$ cat src/rtl/box_readback20.sv
// box_readback20: scans a BOX x BOX framebuffer region and counts pixels that differ from the background.
// Define BOX_READBACK_FIRST_HIT_EN to capture the coordinates of the first differing pixel.
module box_readback20 #(
    parameter int BOX   = 20,
    parameter int H_RES = 320,
    parameter int V_RES = 240
) (
    input  logic        CLOCK_50,
    input  logic        resetn,
    input  logic        start,
    input  logic [9:0]  x0,
    input  logic [8:0]  y0,
    input  logic [8:0]  bg_color,
    output logic [16:0] mem_addr,
    output logic        mem_rd,
    input  logic [8:0]  mem_rdata,
    output logic        busy,
    output logic        done,
    output logic        occupied,
    output logic [8:0]  hit_count,
    output logic [9:0]  first_x,
    output logic [8:0]  first_y
);
    localparam int CW = $clog2(BOX);
    localparam logic [CW-1:0] LAST = CW'(BOX - 1);
    localparam logic [10:0] H_LIM = 11'(H_RES);
    localparam logic [9:0]  V_LIM = 10'(V_RES);

    typedef enum logic [1:0] {IDLE, READ, DRAIN, DONE} state_t;

    state_t        r_state, w_next;
    logic [CW-1:0] r_cx, r_cy;
    logic [9:0]    r_x0;
    logic [8:0]    r_y0, r_bg, r_hits;
    logic          r_pend, r_occ;
    logic [10:0]   w_xs;
    logic [9:0]    w_ys;
    logic          w_on, w_rd, w_hit, w_accept, w_last;
    logic [16:0]   w_addr;

    assign w_xs     = 11'(r_x0) + 11'(r_cx);
    assign w_ys     = 10'(r_y0) + 10'(r_cy);
    assign w_on     = (w_xs < H_LIM) && (w_ys < V_LIM);
    assign w_addr   = 17'(w_ys) * 17'(H_RES) + 17'(w_xs);
    assign w_rd     = (r_state == READ) && w_on;
    assign w_hit    = r_pend && (mem_rdata != r_bg);
    assign w_accept = (r_state == IDLE) && start;
    assign w_last   = (r_cx == LAST) && (r_cy == LAST);

    always_comb begin
        w_next = r_state;
        case (r_state)
            IDLE:    w_next = start ? READ : IDLE;
            READ:    w_next = w_last ? DRAIN : READ;
            DRAIN:   w_next = DONE;
            default: w_next = IDLE;
        endcase
    end

    // r_pend marks that mem_rdata this cycle answers last cycle's read
    always_ff @(posedge CLOCK_50) begin
        if (resetn) begin
            r_state <= IDLE;
            r_cx    <= '0;
            r_cy    <= '0;
            r_x0    <= '0;
            r_y0    <= '0;
            r_bg    <= '0;
            r_pend  <= 1'b0;
            r_occ   <= 1'b0;
            r_hits  <= '0;
        end else begin
            r_state <= w_next;
            r_pend  <= w_rd;
            if (w_accept) begin
                r_x0   <= x0;
                r_y0   <= y0;
                r_bg   <= bg_color;
                r_cx   <= '0;
                r_cy   <= '0;
                r_hits <= '0;
                r_occ  <= 1'b0;
            end else if (w_hit) begin
                r_hits <= r_hits + 9'd1;
                r_occ  <= 1'b1;
            end
            if (r_state == READ) begin
                r_cx <= (r_cx == LAST) ? '0 : r_cx + 1'b1;
                if (r_cx == LAST)
                    r_cy <= r_cy + 1'b1;
            end
        end
    end

`ifdef BOX_READBACK_FIRST_HIT_EN
    logic [9:0] r_px, r_fx;
    logic [8:0] r_py, r_fy;

    // coordinates trail the read by one cycle to line up with mem_rdata
    always_ff @(posedge CLOCK_50) begin
        if (resetn) begin
            r_px <= '0;
            r_py <= '0;
            r_fx <= '0;
            r_fy <= '0;
        end else begin
            r_px <= w_xs[9:0];
            r_py <= w_ys[8:0];
            if (w_accept) begin
                r_fx <= '0;
                r_fy <= '0;
            end else if (w_hit && !r_occ) begin
                r_fx <= r_px;
                r_fy <= r_py;
            end
        end
    end

    assign first_x = r_fx;
    assign first_y = r_fy;
`else
    assign first_x = '0;
    assign first_y = '0;
`endif

    assign mem_rd    = w_rd;
    assign mem_addr  = w_rd ? w_addr : '0;
    assign busy      = r_state != IDLE;
    assign done      = r_state == DONE;
    assign occupied  = r_occ;
    assign hit_count = r_hits;
endmodule

$ cat config.mk
export PLATFORM = sky130hd
export DESIGN_NAME = box_readback20
export DESIGN_NICKNAME = d
export VERILOG_FILES = /design/src/rtl/box_readback20.sv
export SDC_FILE = /design/constraint.sdc
export NUM_CORES = 1
export LEC_CHECK = 0
export CAP_MARGIN = 20
export CORE_MARGIN = 2
export CORE_UTILIZATION = 45
export CTS_BUF_LIST = sky130_fd_sc_hd__clkbuf_16
export DETAILED_ROUTE_END_ITERATION = 6
export PLACE_DENSITY = 0.86
export SYNTH_ARGS = -nofsm -noshare
export SYNTH_HDL_FRONTEND = slang
export SYNTH_SLANG_ARGS = --single-unit
$ cat constraint.sdc
create_clock -name CLOCK_50 -period 12.1 [get_ports CLOCK_50]
set_clock_uncertainty 0.15 [all_clocks]
set_input_delay 1.815 -clock CLOCK_50 [delete_from_list [all_inputs] [get_ports CLOCK_50]]
set_output_delay 1.815 -clock CLOCK_50 [all_outputs]
set_load 0.02 [all_outputs]
==> out/summary.md, run 1 <==
The flow ran to the end, and the final reports show no timing, DRC or antenna violations. The instance count along the most critical hold path is 2. Entering global routing, the biggest net connects 43 pins.

After clock tree synthesis, the repair step resized 0 gates. The clock network latency to the later pin of the worst-skew pair was 290 ps; the area share of the largest cell type after synthesis was 28.0%. The number of failing hold endpoints at the final stage is 0. In this run, post-CTS hold repair placed 0 buffers.

The area added between synthesis and finish is 23.6%, and the portion of the post-synthesis area used by sequential elements is 28.0%. Across all register-to-register paths, the minimum setup slack is 9000 ps. For this design, the sink count on the clock tree is 51.

The critical path in this run is classified as reg -> out. The tools report the HPWL reported at the end of detailed placement as 6.05 mm. For the final critical-path setup slack, the log shows 5330 ps. The via count of the first global-routing pass was 3,149; the post-synthesis average cell area was 7.92 µm². The cell count after synthesis is 460, and the number of distinct library cells after synthesis is 54. The post-detailed-route via-to-cell ratio works out to 5.12. The root buffer cell chosen for the clock tree is sky130_fd_sc_hd__clkbuf_16. After detailed routing, the number of remaining DRC violations is 0. Setup repair after global routing left no endpoint under its margin. The pre-antenna-repair detailed-routing pass consisted of 4 iterations. For this run, the slowest stage of the critical path takes 620 ps.

For this design the static power due to leakage is 1.83 nW. Traced cell by cell, the critical path runs through ha_1 > inv_1 > fa_1 > nor2b_4 > o31a_1 > a21oi_1 > ha_1 > inv_1 > fa_1 > inv_1 > ha_1 > nor2b_1 > o2111ai_1 > and4bb_2 > xnor3_1 > nor2_1 > clkdlybuf4s50_1. The final-layout setup total negative slack was 0 ps. After floorplanning, the core was divided into 32 placement rows. During synthesis, Yosys emitted a total of 0 warnings.

TritonCTS built the clock tree. The worst path uses 55.9% of the clock period. The logs give 0 for the final count of pins violating max slew and 46.9% for the starting density of the core. Across the whole layout, storage elements account for 0.00102 mm².

Among all flip-flop cells after synthesis, the most frequent one is sky130_fd_sc_hd__dfxtp_1. The endpoint identified for the worst register-to-register timing path is r_pend$_SDFF_PP0_. After detailed routing, the average wire length per cell comes to 12.5 µm. The synthesized design contains 0 enable-type register cells. The worst min-delay path endpoint was r_x0[0]$_SDFFE_PP0P_. The largest fanout on the critical path came out at 5.

The die outline height is 94.0 µm, and the number of instances in the placed design is 617. For this design the ratio of total power to cell area is 91.0 mW/mm². For the I/O pin total, the log shows 89. The run gives 0.818 as the final weighted congestion in routability-driven placement. The aggregate global-route resource usage was 18.4%; the number of non-filler instances in the completed layout was 627. Ranked by total cell area, the synthesized netlist is headed by sky130_fd_sc_hd__dfxtp_1 28%, sky130_fd_sc_hd__ha_1 11%, sky130_fd_sc_hd__nand2_1 7.4%. 0 antenna diodes ended up in the layout. The max-capacitance violation count came out at 0. After layout, the minimum clock period comes to 6770 ps. Of the cells placed in the final design, the portion with a size suffix greater than 1 is 5.33%.

Counting along the longest clock path gives a buffer depth of 2. The filler cells instantiated in the layout total 689. The overall power after layout is 410 µW, and the via total after detailed routing is 3,213.

The worst hold path startpoint was r_x0[0]$_SDFFE_PP0P_. The core region is 0.00777 mm². The tools report the remaining number of nets flagged by the antenna check after routing as 0.

The run gives 75 as the DRC violation total after the first TritonRoute iteration. The tools report the final net count as 600. The synthesized flop and latch total is 51. The tools report the largest voltage drop on the vdd net as 0.0589 mV. The overall die area is 0.00883 mm². In this run the horizontal extent of the chip is 94.0 µm. The path class of the tightest hold or removal check is reg -> reg. The slew at the pin closest to its max-slew limit was 641 ps; the global-route wire length before repair was 13.3 mm.

The async set or reset register ratio after synthesis works out to 0%. Of all cell types, the one taking the most synthesized area is sky130_fd_sc_hd__dfxtp_1. STA classifies the critical path endpoint as a primary output. The H-tree was split into 2 levels. Data on the critical path arrives at its endpoint at 4800 ps. The total of buffers placed on input and output ports is 69. The post-synthesis instance area is 0.00364 mm², and the final global-route overflow total is 0. The area used by multi-input combinational logic was 0.00241 mm². The most frequent cell after synthesis is sky130_fd_sc_hd__nand2_1.

The worst pin sits at a relative slew slack of 57.3%. The worst register-to-register path has a depth of 9. The largest individual stage delay along the critical path comes from the cell sky130_fd_sc_hd__clkdlybuf4s50_1. The data required time at the worst endpoint came out at 10,140 ps. After clock tree synthesis, the clock-pin slew on the worst setup and hold paths is 60 ps.

Setup violations remaining at the end of the flow were counted as 0. Total CTS buffers: 5. The highest clock rate came out at 148 MHz.

The worst setup path is launched from a flip-flop. By count the netlist is led by 72 x sky130_fd_sc_hd__nand2_1, 51 x sky130_fd_sc_hd__dfxtp_1, 50 x sky130_fd_sc_hd__a21oi_1. Total length of routed wires: 7.86 mm. Post-CTS timing repair inserted 0 buffers for setup. The startpoint identified for the worst register-to-register timing path is r_cx[0]$_SDFFE_PP0P_.

The pre-CTS setup slack is 5640 ps, and the number of antenna violations at the first check in global routing is 0.
-- flip-flops by register name, indices dropped and copies added (netlist names) --
name and cells:
r_x0 10, hit_count 9, r_bg 9, r_y0 9, r_cx 5, r_cy 5
r_state 2, occupied 1, r_pend 1
-- cell usage in the layout (no fill, tap or decap), drive strengths merged, types with 2 or more instances in the layout --
cell and n:
nand3 9, nor2b 9, nand2 72, clkinv 2, and3 4, a21oi 51
clkbuf 5, o211ai 2, nand4 6, o21a 5, a21o 5, ha 32
nor2 54, o21ai 20, or2 3, xor2 17, conb 19, buf 3
fa 4, inv 19, and2 6, nor3 3, or3 3, a211oi 4
mux2i 2, dfxtp 51, o31a 4, nand3b 2, nand2b 2, xnor2 20
o21bai 2, clkdlybuf4s50 69
-- metrics by stage --
stage | area [µm²] | utilization [%] | hold slack, ps
CTS | 4470 | 57.6 | 312
floorplan | 3710 | - | 290
global route | 4500 | 58.0 | 338
finish | 4500 | 58.0 | 311
detailed placement | 4330 | 55.8 | 303
global placement | 4330 | 55.8 | 302
-- routing by layer --
metal | global-route usage, % | wire length [µm] | vias up
met5 | 0 | 0 | -
met3 | 4.01 | 409 | 14
met1 | 20.8 | 3330 | 1457
li1 | - | - | 1660
met2 | 34.2 | 3990 | 82
met4 | 5.68 | 130 | 0
-- area by class of cell --
class	count	area share [%]
Sequential cell	51	22.7
Inverter	19	1.58
Clock inverter	3	0.333
Tap cell	102	2.83
Clock buffer	5	2.78
Timing Repair Buffer	72	16.2
Multi-Input combinational cell	375	53.6
-- worst max-delay path by stage --
stage | from | endpoint | slack [ps] | depth (start not counted)
6_report | r_cy[0]$_SDFF_PP0_ | mem_addr[16] | 5330 | 17
5_1_grt | r_cy[0]$_SDFF_PP0_ | mem_addr[16] | 5060 | 17
4_1_cts | r_cy[0]$_SDFF_PP0_ | mem_addr[16] | 5320 | 17
3_5_place_dp | r_cy[0]$_SDFF_PP0_ | mem_addr[16] | 5640 | 17
3_3_place_gp | r_cy[0]$_SDFF_PP0_ | mem_addr[16] | 5720 | 17
2_1_floorplan | r_cy[0]$_SDFF_PP0_ | mem_addr[16] | 6300 | 16
-- logic make-up (layout without fill, tap and decap cells) --
logic type                 count (synthesis)  after routing  share of synthesized area (%)
other                                      1             19                          0.103
adders and majority gates                 36             36                           13.2
AOI/OAI and AO/OA                        102            102                           17.2
muxes                                      2              2                          0.549
and+or+nand+nor                          178            178                           23.8
buffers and inverters                     52             99                           7.55
DFF                                       51             51                           28.0
xor gates and xnor gates                  38             38                           9.51
-- power by group --
part	internal (mW)	switching, mW
combinational	0.0423	0.0517
sequential	0.175	0.00672
clock	0.0752	0.0590
total	0.292	0.117
-- critical path, delay by kind of cell (launching register included) --
| kind | cells | cell delay, ps |
|---|---|---|
| xor gates and xnor gates | 1 | 330 |
| AOI/OAI and AO/OA | 3 | 560 |
| adders and majority gates | 5 | 1790 |
| buffers and inverters | 4 | 780 |
| DFF | 1 | 400 |
| and+or+nand+nor | 4 | 670 |
Power figures use the tool's default switching activity.
==> inputs of run 2 (changes only) <==
--- a/config.mk
+++ b/config.mk
@@ -10,7 +10,7 @@
 export CORE_UTILIZATION = 45
 export CTS_BUF_LIST = sky130_fd_sc_hd__clkbuf_16
 export DETAILED_ROUTE_END_ITERATION = 6
-export PLACE_DENSITY = 0.86
+export PLACE_DENSITY = 0.89
 export SYNTH_ARGS = -nofsm -noshare
 export SYNTH_HDL_FRONTEND = slang
 export SYNTH_SLANG_ARGS = --single-unit
==> constraint.sdc (replaced) <==
create_clock -name CLOCK_50 -period 5.85 [get_ports CLOCK_50]
set_clock_uncertainty 0.15 [all_clocks]
set_input_delay 0.8775 -clock CLOCK_50 [delete_from_list [all_inputs] [get_ports CLOCK_50]]
set_output_delay 0.8775 -clock CLOCK_50 [all_outputs]
set_load 0.02 [all_outputs]
==> run 2 against run 1 <==
Against the previous run:
- global-route usage fell by 0.73 points
- total power up 110%
- combinational power rose by 110%
- cell count shrank 0.16%
- critical endpoint is now mem_addr[15]
- core utilization is essentially flat
- highest routed layer unchanged
- first-iteration DRC count grew 25%
==> out/summary.md, run 2 (synthesis results as in run 1) <==
The run finished with clean final reports. For this design the top-level I/O count stands at 89. The critical path goes through ha_1 > inv_1 > fa_1 > nor2b_4 > o31a_1 > o21ai_0 > xnor2_1 > ha_1 > ha_1 > o21a_1 > o31a_1 > o21a_1 > o21ai_0 > o31ai_1 > xnor2_1 > nor2_4 > clkdlybuf4s50_1. The overall die area is 0.00883 mm². The number of failing hold endpoints at the final stage was 0; the minimum period implied by the final worst setup slack was 5420 ps. CTS saw 51 sinks.

The run gives 0 as the number of antenna violations at the first check in global routing. The final-layout setup total negative slack came out at 0 ps. The total length of routed wires is 7.71 mm, and the ratio of total power to cell area is 188 mW/mm². The number of antenna diodes is 0, and the die outline height is 94.0 µm.

The tools report the worst min-delay path endpoint as r_x0[2]$_SDFFE_PP0P_. The register with the most flip-flops in the layout has 10 of them. The total of buffers placed on input and output ports came out at 69. The critical path's largest stage delay is 610 ps. With fillers left out, the area of the finished cells amounts to 0.00450 mm². STA classifies the critical path startpoint as a flip-flop.

TritonCTS built the clock tree. For this block, the initial DRC count from the detailed router was 94. Number of buffers between clock root and the deepest sink: 2. More flip-flops sit in one register than any other, and that register is r_x0. Final design utilization: 57.9%. Of the cells placed in the final design, the portion with a size suffix greater than 1 is 5.73%. The overall die width was 94.0 µm. The post-detailed-route via-to-cell ratio works out to 5.13.

In the layout the commonest cells are 72 x sky130_fd_sc_hd__nand2_1, 68 x sky130_fd_sc_hd__clkdlybuf4s50_1, 51 x sky130_fd_sc_hd__dfxtp_1. The worst register-to-register path begins at r_cx[0]$_SDFFE_PP0P_. Routability-driven placement finished with a final weighted congestion of 0.804. The region available for standard cell placement spans 0.00777 mm². The area added between synthesis and finish was 23.5%; the leakage dissipation was 1.85 nW.

The finished layout holds 626 standard cells, fillers aside. Measured against its own limit, the worst slew margin works out to 30.0%. The maximum level of the CTS H-tree came out at 2. The tools report the number of instances in the placed design as 617. The worst hold path was traced through 2 stages. Once detail routing completed, the nets flagged for antenna violations numbered 0. Clock-pin slew was measured on the worst setup and hold paths at 60 ps. Quantity of hold-fixing buffers added after cts: 0. Entering global routing, the biggest net connects 43 pins.

Largest voltage drop on the vdd net: 0.127 mV. The beginning of the critical path was r_cy[0]$_SDFF_PP0_. Count of endpoints failing setup in the final report: 0.

The worst min-delay path class was reg -> reg. The starting density of the core was 46.9%. Critical path class: reg -> out. For the final global-route overflow total, the log shows 0.

The clock network latency to the later pin of the worst-skew pair is 290 ps. The flop-to-flop setup slack was 2670 ps. For the final net count, the log shows 600. At the worst endpoint, the arrival time is 4390 ps. The global-route wire length before repair is 12.9 mm, and the number of core rows is 32.

Summing all placed instances gives a cell area of 0.00433 mm². The largest individual stage delay along the critical path comes from the cell sky130_fd_sc_hd__clkdlybuf4s50_1. The largest fanout on the critical path was 5. The endpoint kind of the worst setup timing path is a primary output. The library cell used most frequently in the layout, excluding fill and tap cells, is sky130_fd_sc_hd__nand2_1. At the worst endpoint, the required time is 4820 ps. The root buffer cell chosen for the clock tree is sky130_fd_sc_hd__clkbuf_16. Among the stages of the critical path, the cell type that occurs most often is sky130_fd_sc_hd__ha_1. In this run the most critical hold path is launched from r_x0[2]$_SDFFE_PP0P_. Highest clock rate: 185 MHz. The total DRC errors in the routed layout is 0. The logic depth of the worst register-to-register path works out to 9. The first TritonRoute pass finished after 4 iterations.

In the final routed layout, each cell accounts on average for 12.3 µm. The aggregate global-route resource usage was 17.7%; the HPWL reported at the end of detailed placement was 6.10 mm. For the pin with the worst max-slew slack, the measured transition is 1050 ps. For the via count of the first global-routing pass, the log shows 3,016. The endpoint identified for the worst register-to-register timing path is r_pend$_SDFF_PP0_. Setup repair after global routing left no endpoint under its margin. TritonCTS created 5 clock buffers. The logs give 0 for the max-capacitance violation count and 3,209 for the via total after detailed routing. Dividing the final minimum period by the clock period gives 92.6%.

The tools report the final count of pins violating max slew as 0.
==> run 2: cell types whose count changed in the layout (fill, tap and decap cells not counted) <==
cell and delta:
sky130_fd_sc_hd__clkinv_1 -2, sky130_fd_sc_hd__clkinv_4 +1, sky130_fd_sc_hd__dlymetal6s2s_1 +1, sky130_fd_sc_hd__clkinv_2 +1, sky130_fd_sc_hd__buf_8 -1, sky130_fd_sc_hd__a21oi_1 -1
sky130_fd_sc_hd__buf_4 +1, sky130_fd_sc_hd__clkinvlp_4 -1, sky130_fd_sc_hd__a21oi_2 +1, sky130_fd_sc_hd__clkdlybuf4s50_1 -1
==> run 2: area by class of cell <==
| class | instances | area (µm²) |
|---|---|---|
| clock buffer | 5 | 125 |
| clock inverter | 2 | 13.8 |
| fill | 695 | 3270 |
| inverter | 19 | 71.3 |
| multi-input combinational | 375 | 2420 |
| sequential | 51 | 1020 |
| tap | 102 | 128 |
| timing repair buffer | 72 | 723 |
==> run 2: layer usage <==
metal,part of all wire (%),vias to the layer above,track usage [%]
met5,0,-,0
met4,1.5,0,5.19
met3,3.9,10,3.61
met2,51,66,33.2
met1,43,1481,19.9
li1,-,1652,-
==> run 2: what timing repair did <==
action,in CTS,in global routing
setup buffers,0,1
pin swaps,0,1
resized for setup,1,1
endpoints found under the setup margin,1,1
gates cloned,0,0
==> run 2: metrics by stage <==
| step | power (mW) | hold slack (ps) | setup WS (ps) |
|---|---|---|---|
| detailed placement | 0.575 | 303 | 318 |
| finish | 0.846 | 315 | 431 |
| CTS | 0.853 | 311 | 45.2 |
| floorplan | 0.520 | 290 | 983 |
| global route | 0.890 | 339 | 121 |
| global placement | 0.568 | 302 | 422 |
==> run 2: worst max-delay path by stage <==
stage	endpoint	slack, ps	cells after the start
after floorplan	mem_addr[16]	980	16
after global placement	mem_addr[16]	420	17
after detailed placement	mem_addr[16]	320	17
after CTS	mem_addr[16]	50	17
after global routing	mem_addr[15]	120	17
final	mem_addr[15]	430	17
==> run 2: report_power, final <==
| part | internal (mW) | switching (mW) | leakage, nW |
|---|---|---|---|
| Combinational | 0.0868 | 0.106 | 1.36 |
| Clock | 0.156 | 0.121 | 0.0696 |
| Sequential | 0.362 | 0.0138 | 0.416 |
| Total | 0.605 | 0.241 | 1.85 |
==> run 2: worst max-delay path, delay by kind of cell (launching register included) <==
kind | cells | cell delay [ps]
xor+xnor | 2 | 430
flops | 1 | 390
fa+ha+maj | 4 | 1230
compound gates | 7 | 1170
buf+inv | 2 | 660
simple gates | 2 | 230
==> inputs of run 3 (changes only) <==
--- a/config.mk
+++ b/config.mk
@@ -6,11 +6,10 @@
 export NUM_CORES = 1
 export LEC_CHECK = 0
 export CAP_MARGIN = 20
-export CORE_MARGIN = 2
 export CORE_UTILIZATION = 45
 export CTS_BUF_LIST = sky130_fd_sc_hd__clkbuf_16
 export DETAILED_ROUTE_END_ITERATION = 6
-export PLACE_DENSITY = 0.89
+export PLACE_DENSITY = 0.77
 export SYNTH_ARGS = -nofsm -noshare
 export SYNTH_HDL_FRONTEND = slang
 export SYNTH_SLANG_ARGS = --single-unit
==> run 3 against run 2 <==
Against the previous run:
- count of clock-buffer cells in the layout unchanged
- register-to-register slack gained 90 ps
- critical endpoint unchanged
- sequential power is essentially flat
- critical path type unchanged
==> out/summary.md, run 3 (synthesis results as in run 1) <==
The switching fraction of total power came out at 26.1%. The tools report the clock root buffer master as sky130_fd_sc_hd__clkbuf_16. Setup slack on the critical path of the routed design comes to 373 ps. Setup repair after global routing left no endpoint under its margin. Logic depth of the worst register-to-register path: 9. The most critical setup path has its startpoint at r_cy[0]$_SDFF_PP0_. Startpoint type of the worst setup path: a flip-flop. IR analysis of the VDD net gives a maximum drop of 0.147 mV.

For hold timing, the worst endpoint is r_x0[0]$_SDFFE_PP0P_. The floorplan step set the die width to 92.0 µm. The largest net degree at the start of global routing was 43; the share of total power in sequential cells was 40.0%.

The total of buffers placed on input and output ports is 69, and the proportion of power drawn by combinational gates is 20.8%. For the area used by multi-input combinational logic, the log shows 0.00242 mm². Per report_power, the clock group accounts for 39.2% of the total. Power spread over the standard cell area amounts to 206 mW/mm². Number of antenna diodes: 0. The number of setup buffers added after CTS is 0. Aggregate global-route resource usage: 18.9%. For this design the total switching power over the nets is 245 µW. Once the floorplan was initialized, standard cells occupied 46.9% of the core. The overall die area came out at 0.00846 mm².

The tools report the final count of pins violating max slew as 0. The per-cell routed wire length is 12.5 µm. The clock transition at the registers of the reported paths came out at 60 ps.

The run gives 0.00777 mm² as the floorplan core area. The flip-flop count of the largest register after layout is 10, and the number of core rows is 32. After layout, the worst path uses 93.6% of the clock period.

The data required time at the worst endpoint is 4820 ps, and the global-route wire length before repair is 13.0 mm. Setup violations remaining at the end of the flow were counted as 0. Using the TritonRoute via totals, the vias-per-cell ratio works out to 5.11.

For the total length of routed wires, the log shows 7.85 mm. The final hold slack is 308 ps. After global routing the overflow that remains totals 0. The worst hold path belongs to the class reg -> reg. In this run, post-CTS hold repair placed 0 buffers.

Summing all non-filler instances in the final layout gives an area of 0.00457 mm². For the HPWL reported at the end of detailed placement, the log shows 5.96 mm. The longest clock path from root to sink contains 2 buffers.

Fill cells in the final layout number 703. The congestion estimate from routability-driven global placement came to 0.856. The max-capacitance violation count is 0. The logs give 3,202 for the via total after detailed routing and 247 ps for the pre-CTS setup slack. The logs give 51 for the clock sink count and 0 ps for the final-layout setup total negative slack. In the routed design, unresolved DRC markers number 0. In this run the critical register-to-register path is launched from r_cx[0]$_SDFFE_PP0P_. The H-tree generated during clock tree synthesis spans 2 levels. Along the worst path, the maximum fanout reaches 5. Most frequent standard cell in the layout excluding fill and tap cells: sky130_fd_sc_hd__nand2_1. The area growth from synthesis to layout is 25.4%. In this run the vertical extent of the chip is 92.0 µm.

The critical path class is reg -> out. The slew at the pin closest to its max-slew limit was 619 ps; the leakage dissipation was 1.88 nW. The logs give 58.7% for the worst-case headroom to the max-slew limit and 4450 ps for the arrival time of the worst setup path. The detailed-router iteration count before antenna repair is 4. TritonCTS built the clock tree.

The tools report the flop-to-flop setup slack as 2760 ps. In this run the cell area measured after placement is 0.00433 mm². The worst hold path startpoint is r_x0[0]$_SDFFE_PP0P_.

The run gives 0 as the number of antenna violations at the first check in global routing. In this run the remaining antenna-violating nets after routing total 0. Cell-internal power: 694 µW. The worst setup path is captured at a primary output. In the final layout, the share of cells above drive strength 1 is 5.71%. At the later pin of the worst-skew pair, clock insertion delay measures 290 ps.

In the layout the commonest cells are 72 x sky130_fd_sc_hd__nand2_1, 68 x sky130_fd_sc_hd__clkdlybuf4s50_1, 51 x sky130_fd_sc_hd__dfxtp_1. The I/O pin total was 89. The highest clock rate came out at 183 MHz. The number of failing hold endpoints at the final stage was 0; the minimum period implied by the final worst setup slack was 5480 ps.

The worst flop-to-flop path endpoint was r_pend$_SDFF_PP0_. The via count of the first global-routing pass is 2,980. Final net count: 600. The total CTS buffers was 5; the flip-flop and latch area was 0.00102 mm². The run finished with clean final reports. The DRC violation total after the first TritonRoute iteration came out at 95.

Counting instances, the worst hold path has a depth of 2. Counting flops per register, the top entry is r_x0.
run 3: stage by stage:
stage	util (%)	power (mW)	cells
after floorplan	-	0.520	478
after global placement	55.8	0.569	617
after detailed placement	55.8	0.574	617
after CTS	58.3	0.942	625
after global routing	58.8	0.980	627
final	58.8	0.939	627
run 3: power groups by stage:
stage / Combinational, mW / Sequential, mW / Clock [mW]
final: 0.196 / 0.376 / 0.368
after global routing: 0.216 / 0.377 / 0.387
after CTS: 0.192 / 0.375 / 0.375
after detailed placement: 0.190 / 0.383 / 0
after global placement: 0.187 / 0.383 / 0
after floorplan: 0.140 / 0.380 / 0
run 3: how the worst max path moves through the flow:
stage | to | slack (ps) | cells past startpoint
finish | mem_addr[15] | 370 | 17
global route | mem_addr[15] | 90 | 17
CTS | mem_addr[16] | 20 | 17
detailed placement | mem_addr[16] | 250 | 17
global placement | mem_addr[16] | 410 | 17
floorplan | mem_addr[16] | 980 | 16
run 3: critical path, cell delays in order, from the launching register on:
cell and delay [ps]:
sky130_fd_sc_hd__dfxtp_1 410, sky130_fd_sc_hd__ha_1 190, sky130_fd_sc_hd__inv_1 50, sky130_fd_sc_hd__fa_1 440, sky130_fd_sc_hd__nor2b_4 140, sky130_fd_sc_hd__o31a_1 200
sky130_fd_sc_hd__o21ai_0 120, sky130_fd_sc_hd__xnor2_1 230, sky130_fd_sc_hd__ha_1 270, sky130_fd_sc_hd__ha_1 340, sky130_fd_sc_hd__o21a_1 180, sky130_fd_sc_hd__o31a_1 130
sky130_fd_sc_hd__o21a_1 210, sky130_fd_sc_hd__o21ai_0 240, sky130_fd_sc_hd__o31ai_1 130, sky130_fd_sc_hd__xnor2_1 170, sky130_fd_sc_hd__nor2_4 90, sky130_fd_sc_hd__clkdlybuf4s50_1 610
run 3: final cells by class:
class,instances,share of cell area (%)
multi-input combinational,375,52.9
sequential,51,22.3
timing repair buffer,72,16.3
tap,102,2.79
clock buffer,5,2.74
inverter,19,1.56
clock inverter,3,1.40
run 3: layer usage:
metal  up-vias  GRT usage, %  share of wire [%]
met5         -             0                  0
met4         0          5.60                1.4
li1       1650             -                  -
met1      1478          21.3                 43
met2        63          35.8                 52
met3        11          3.23                3.8
run 3: timing repair:
item	in CTS	in global routing
pin swaps	0	0
hold endpoints to repair	0	0
setup endpoints to repair	1	1
resized for setup	1	1
